## src/rtl/pc_gen.sv

```systemverilog
// pc_gen: program-counter generator for the RV32I fetch stage.
//
// Produces the fetch PC with a valid flag and accepts four kinds of update:
// a trap redirect, a branch/jal/jalr redirect computed from the executing
// instruction's PC, sequential advance by 4, or hold. A misaligned redirect
// target is not taken. Instead it raises a one-cycle misalign pulse, records
// the target in fault_addr_o and parks the generator in HALT. Only a trap
// leaves HALT.
//
// Build option: define PC_RAS_EN to add a return-address-stack checker. The
// RAS predicts jalr return targets and pulses ras_mismatch_o when a
// prediction is wrong. Without PC_RAS_EN, call_i/ret_i are ignored and
// ras_mismatch_o is tied low.
//
// Ports:
//   clk_i          clock, rising edge
//   rst_i          synchronous active-high reset
//   stall_i        blocks sequential advance only
//   fetch_ready_i  fetch accepts pc_o this cycle
//   sel_i          00 seq, 01 branch, 10 jal, 11 jalr
//   ex_pc_i        PC of the instruction issuing sel_i
//   b_imm_i        branch offset
//   j_imm_i        jal offset
//   alu_out_i      jalr target
//   trap_req_i     trap redirect request
//   trap_vec_i     trap target (not alignment-checked)
//   call_i, ret_i  RAS push/pop hints
//   pc_o           current fetch PC
//   pc_valid_o     pc_o is fetchable
//   misalign_o     one-cycle pulse on a misaligned target
//   fault_addr_o   last misaligned target
//   ras_mismatch_o one-cycle pulse when the RAS prediction disagrees with jalr
//
// state | meaning
// BOOT  | after reset; PC = RESET_VECTOR, not valid; moves to RUN next cycle
// RUN   | normal fetch; PC valid
// HALT  | misaligned target seen; PC held, not valid; only a trap exits
module pc_gen #(
  parameter int unsigned     XLEN         = 32,
  parameter logic [XLEN-1:0] RESET_VECTOR = '0,
  parameter int unsigned     RAS_DEPTH    = 4
) (
  input  logic            clk_i,
  input  logic            rst_i,
  input  logic            stall_i,
  input  logic            fetch_ready_i,
  input  logic [1:0]      sel_i,
  input  logic [XLEN-1:0] ex_pc_i,
  input  logic [XLEN-1:0] b_imm_i,
  input  logic [XLEN-1:0] j_imm_i,
  input  logic [XLEN-1:0] alu_out_i,
  input  logic            trap_req_i,
  input  logic [XLEN-1:0] trap_vec_i,
  input  logic            call_i,
  input  logic            ret_i,
  output logic [XLEN-1:0] pc_o,
  output logic            pc_valid_o,
  output logic            misalign_o,
  output logic [XLEN-1:0] fault_addr_o,
  output logic            ras_mismatch_o
);

  typedef enum logic [1:0] {ST_BOOT, ST_RUN, ST_HALT} state_e;

  state_e          state_q, state_d;
  logic [XLEN-1:0] pc_q, pc_d;
  logic            pc_valid_q;
  logic            misalign_q, misalign_d;
  logic [XLEN-1:0] fault_addr_q, fault_addr_d;
  logic [XLEN-1:0] target;

  always_comb begin
    target = '0;
    case (sel_i)
      2'b01:   target = ex_pc_i + b_imm_i;
      2'b10:   target = ex_pc_i + j_imm_i;
      2'b11:   target = alu_out_i & ~XLEN'(1);
      default: target = '0;
    endcase
  end

  always_comb begin
    state_d      = state_q;
    pc_d         = pc_q;
    misalign_d   = 1'b0;
    fault_addr_d = fault_addr_q;
    case (state_q)
      ST_BOOT: state_d = ST_RUN;
      ST_RUN: begin
        if (trap_req_i) begin
          pc_d = trap_vec_i;
        end else if (sel_i != 2'b00) begin
          if (target[1:0] != 2'b00) begin
            misalign_d   = 1'b1;
            fault_addr_d = target;
            state_d      = ST_HALT;
          end else begin
            pc_d = target;
          end
        end else if (!stall_i && fetch_ready_i) begin
          pc_d = pc_q + XLEN'(4);
        end
      end
      ST_HALT: begin
        if (trap_req_i) begin
          pc_d    = trap_vec_i;
          state_d = ST_RUN;
        end
      end
      default: state_d = ST_BOOT;
    endcase
  end

  always_ff @(posedge clk_i) begin
    if (rst_i) begin
      state_q      <= ST_BOOT;
      pc_q         <= RESET_VECTOR;
      pc_valid_q   <= 1'b0;
      misalign_q   <= 1'b0;
      fault_addr_q <= '0;
    end else begin
      state_q      <= state_d;
      pc_q         <= pc_d;
      pc_valid_q   <= (state_d == ST_RUN);
      misalign_q   <= misalign_d;
      fault_addr_q <= fault_addr_d;
    end
  end

  assign pc_o         = pc_q;
  assign pc_valid_o   = pc_valid_q;
  assign misalign_o   = misalign_q;
  assign fault_addr_o = fault_addr_q;

`ifdef PC_RAS_EN
  localparam int unsigned PTR_W = (RAS_DEPTH > 1) ? $clog2(RAS_DEPTH) : 1;
  localparam int unsigned CNT_W = PTR_W + 1;

  // Circular stack: ras_top_q is the next write slot, so a push on a full
  // stack naturally overwrites the oldest entry.
  logic [XLEN-1:0]  ras_mem_q [RAS_DEPTH];
  logic [PTR_W-1:0] ras_top_q;
  logic [CNT_W-1:0] ras_cnt_q;
  logic [PTR_W-1:0] ras_rd_idx;
  logic             ras_accept;
  logic             ras_push;
  logic             ras_pop;
  logic             ras_mismatch_q;

  // A redirect is accepted only in RUN, without a trap, with an aligned target.
  assign ras_accept = (state_q == ST_RUN) && !trap_req_i && (target[1:0] == 2'b00);
  assign ras_push   = ras_accept && (sel_i == 2'b10) && call_i;
  assign ras_pop    = ras_accept && (sel_i == 2'b11) && ret_i && (ras_cnt_q != '0);
  assign ras_rd_idx = ras_top_q - PTR_W'(1);

  always_ff @(posedge clk_i) begin
    if (rst_i) begin
      ras_top_q      <= '0;
      ras_cnt_q      <= '0;
      ras_mismatch_q <= 1'b0;
    end else begin
      ras_mismatch_q <= ras_pop && (ras_mem_q[ras_rd_idx] != target);
      if (ras_push) begin
        ras_mem_q[ras_top_q] <= ex_pc_i + XLEN'(4);
        ras_top_q            <= ras_top_q + PTR_W'(1);
        if (ras_cnt_q != CNT_W'(RAS_DEPTH)) ras_cnt_q <= ras_cnt_q + CNT_W'(1);
      end else if (ras_pop) begin
        ras_top_q <= ras_rd_idx;
        ras_cnt_q <= ras_cnt_q - CNT_W'(1);
      end
    end
  end

  assign ras_mismatch_o = ras_mismatch_q;
`else
  localparam int unsigned UNUSED_RAS_DEPTH = RAS_DEPTH;
  logic unused_ras_hints;
  assign unused_ras_hints = call_i ^ ret_i;
  assign ras_mismatch_o   = 1'b0;
`endif

endmodule

```

## config.mk

```make
export PLATFORM = sky130hd
export DESIGN_NAME = pc_gen
export DESIGN_NICKNAME = d
export VERILOG_FILES = /design/src/rtl/pc_gen.sv
export SDC_FILE = /design/constraint.sdc
export NUM_CORES = 1
export LEC_CHECK = 0
export ABC_AREA = 1
export ABC_CLOCK_PERIOD_IN_PS = 6690
export CORE_ASPECT_RATIO = 0.6
export CORE_MARGIN = 1
export CORE_UTILIZATION = 50
export DETAILED_ROUTE_END_ITERATION = 10
export PLACE_DENSITY = 0.88
export SLEW_MARGIN = 10
export SYNTH_ARGS = -nofsm -noshare
export SYNTH_HDL_FRONTEND = slang
export SYNTH_SLANG_ARGS = --single-unit
```

## constraint.sdc

```tcl
create_clock -name clk_i -period 6.69 [get_ports clk_i]
set_input_delay 1.338 -clock clk_i [delete_from_list [all_inputs] [get_ports clk_i]]
set_output_delay 1.338 -clock clk_i [all_outputs]
set_load 0.01 [all_outputs]
```

==> qor.txt <==
outcome = completed
Via Count = 8299
Synth Flop Type = dfxtp_1
PostCTS Resize Cnt = 0
Post-Synthesis Cells = 1113
port buffer count = 231
WP data arrival = 5.55 ns
first-pass GRT wire length = 38.5 mm
wire length per cell = 16.6 um
final WL = 24.8 mm
total grt overflow = 0
core area = 12900 sq um
leakage = 4.25 nW
fin crit share = 0.798
Die Footprint = 13900 sq um
largest cells by area after synthesis = dfxtp_1, nand2_1, ha_1, a21oi_1, inv_1
RSZ-0062 raised after global routing = no
worst flop-to-flop path startpoint = state_q[0]
Final Slew Violations = 0
gpl congestion = 0.988
Yosys cell types = 39
setup TNS = 0 ns
drt initial violations = 751
vias in the first global route = 7547
Clock Sinks = 68
Post-Syn Area = 6690 sq um
hold path startpoint = fault_addr_o[2]
GRT Total Usage = 0.357
EDFF count, synth = 0
Worst Skew = 0.00711 ns
largest net degree at the start of global routing = 49
multiplexer share of the synthesized area = 0.0505
required time of the worst setup path = 6.91 ns
hpwl dp = 19.6 mm
register area share after synthesis = 0.203
pwr/cell area = 182 nW/um^2
FP Rows = 32
share of the synthesized area in the top cell type = 0.203
Slew HR = 0.294
layout cells sized above 1 = 0.0551
Via-to-Cell Ratio = 5.55
Initial Util = 0.517
Worst VDD drop = 0.120 mV
Clock Latency Late Sink = 0.34 ns
num ports = 236
DRC viols = 0
TritonCTS buffer count = 9
Slew @ Worst Pin = 1.06 ns
Max Cap Violations = 0
# diodes = 0
antenna violations before repair = 0
fin crit period = 5.34 ns
fmax = 187 MHz
Syn Nets = 1327
xor/xnor share of the synthesized area = 0.0183
DRT Pass-1 Iters = 5
HP Class = reg2reg
crit path launch = sel_i[0]
yosys warns = 0
die width = 151 um
fraction of registers with async set/reset = 0
Area Growth Syn to Fin = 40.6%
#FFs+latches synth = 68
Compound-Gate Fraction of Synth Area = 0.200
Max FO, Critical Path = 35
post-synthesis adder-cell area fraction = 0.0853
Die Y = 91.6 um
largest family of logic cells by synthesized area = simple AND/OR/NAND/NOR gates
Clock H-tree levels = 3
clock-pin slew on the worst setup and hold paths = 0.06 ns
clock tree buffer depth = 2
endpoints failing setup = 0
final hold violations = 0
cts hold-fix bufs = 0
WS Path Type = in2reg
Final Util = 0.727
Filler cells = 1134
syn_area_per_cell = 6.01 sq um
Setup Fix Bufs, Post-CTS = 0
TritonCTS clock tree = yes
cell taking the most area after synthesis = dfxtp_1
final net count = 1535
root buffer selected by CTS = clkbuf_16
simple-gate share of the synthesized area = 0.333
final antenna-violating net count = 0
CP Launch Type = input port
Critical Path End Type = register
-- state kept, by name, summed over array words and instances (netlist names) --
signal	cells
fault_addr_o	32
pc_o	32
state_q	2
misalign_o	1
pc_valid_o	1
-- worst max-delay path: stages --
cell	delay (ns)
clkdlybuf4s50_1	0.43
inv_1	0.10
ha_1	0.16
buf_4	0.37
mux2_2	0.39
ha_1	0.21
inv_1	0.08
fa_1	0.41
nor2_1	0.11
a21oi_1	0.06
or2_1	0.23
a21o_1	0.20
nor2_4	0.09
nor2_1	0.05
nand2_2	0.48
inv_2	0.45
o21ai_0	0.30
a21oi_1	0.07
-- logic make-up after synthesis --
family          after synthesis
simple gates                523
compound gates              245
buf+inv                     187
flops                        68
fa+ha+maj                    45
mux                          30
xor+xnor                     14
other cells                   1
-- power by group --
part           switching [mW]  internal, mW  total (mW)
Sequential             0.0597         0.450       0.509
Combinational           0.393         0.324       0.717
Clock                   0.188         0.299       0.487
-- path summary, 6_finish.rpt --
| check | end | slack, ns | cells past startpoint |
|---|---|---|---|
| min | fault_addr_o[2] | 0.48 | 2 |
| min reg2reg | fault_addr_o[2] | 0.48 | 2 |
| max | pc_o[3] | 1.35 | 18 |
| max reg2reg | pc_o[1] | 4.05 | 7 |
-- cells in the mapped netlist (3+ instances only) --
cell / number
buf_2: 6
nor3_2: 3
xor2_1: 10
o21ai_0: 68
o211ai_1: 22
o21bai_1: 10
clkbuf_1: 29
buf_1: 3
xnor2_1: 4
nand3_1: 90
a21o_1: 5
dfxtp_1: 68
nand2_1: 266
o21ai_1: 26
nand3b_1: 10
nor3_1: 18
a21oi_1: 107
ha_1: 44
nand4_1: 8
buf_4: 5
mux2_2: 30
or2_2: 10
inv_1: 142
nor2_1: 108
nor4_1: 3
-- cells in the final DEF, fill, tap and decap left out, types with 22 or more instances in the layout --
cell type,count
a21oi_1,107
clkdlybuf4s50_1,231
dfxtp_1,68
ha_1,44
inv_1,142
mux2_2,30
nand2_1,266
nand3_1,90
nor2_1,107
o211ai_1,22
o21ai_0,68
o21ai_1,26
-- per-stage QoR --
step	instances	setup WS (ns)	total power, mW	hold slack, ns	instance area (sq um)
after global placement	1480	1.22	1.20	0.463	9100
after CTS	1496	1.41	1.70	0.480	9410
after detailed placement	1480	1.07	1.22	0.471	9100
final	1496	1.35	1.71	0.478	9410
after floorplan	1113	2.25	0.903	0.490	6690
after global routing	1496	1.08	1.81	0.508	9410
-- layer usage --
| metal | vias up | global-route usage | wire (um) |
|---|---|---|---|
| li1 | 4092 | - | - |
| met3 | 51 | 0.0881 | 2880 |
| met4 | 0 | 0.113 | 686 |
| met1 | 3658 | 0.509 | 11200 |
| met5 | - | 0 | 0 |
| met2 | 498 | 0.521 | 10100 |
-- layout make-up --
class,count,area [sq um],share of cell area
flip-flops and latches,68,1360,0.145
inverters,144,541,0.0575
clock inverters,6,62.6,0.00665
clock buffers,10,239,0.0254
multi-input cells,858,4610,0.490
repair buffers,240,2380,0.253
well taps,170,213,0.0226
No activity file was read; power rests on OpenSTA's default activity.
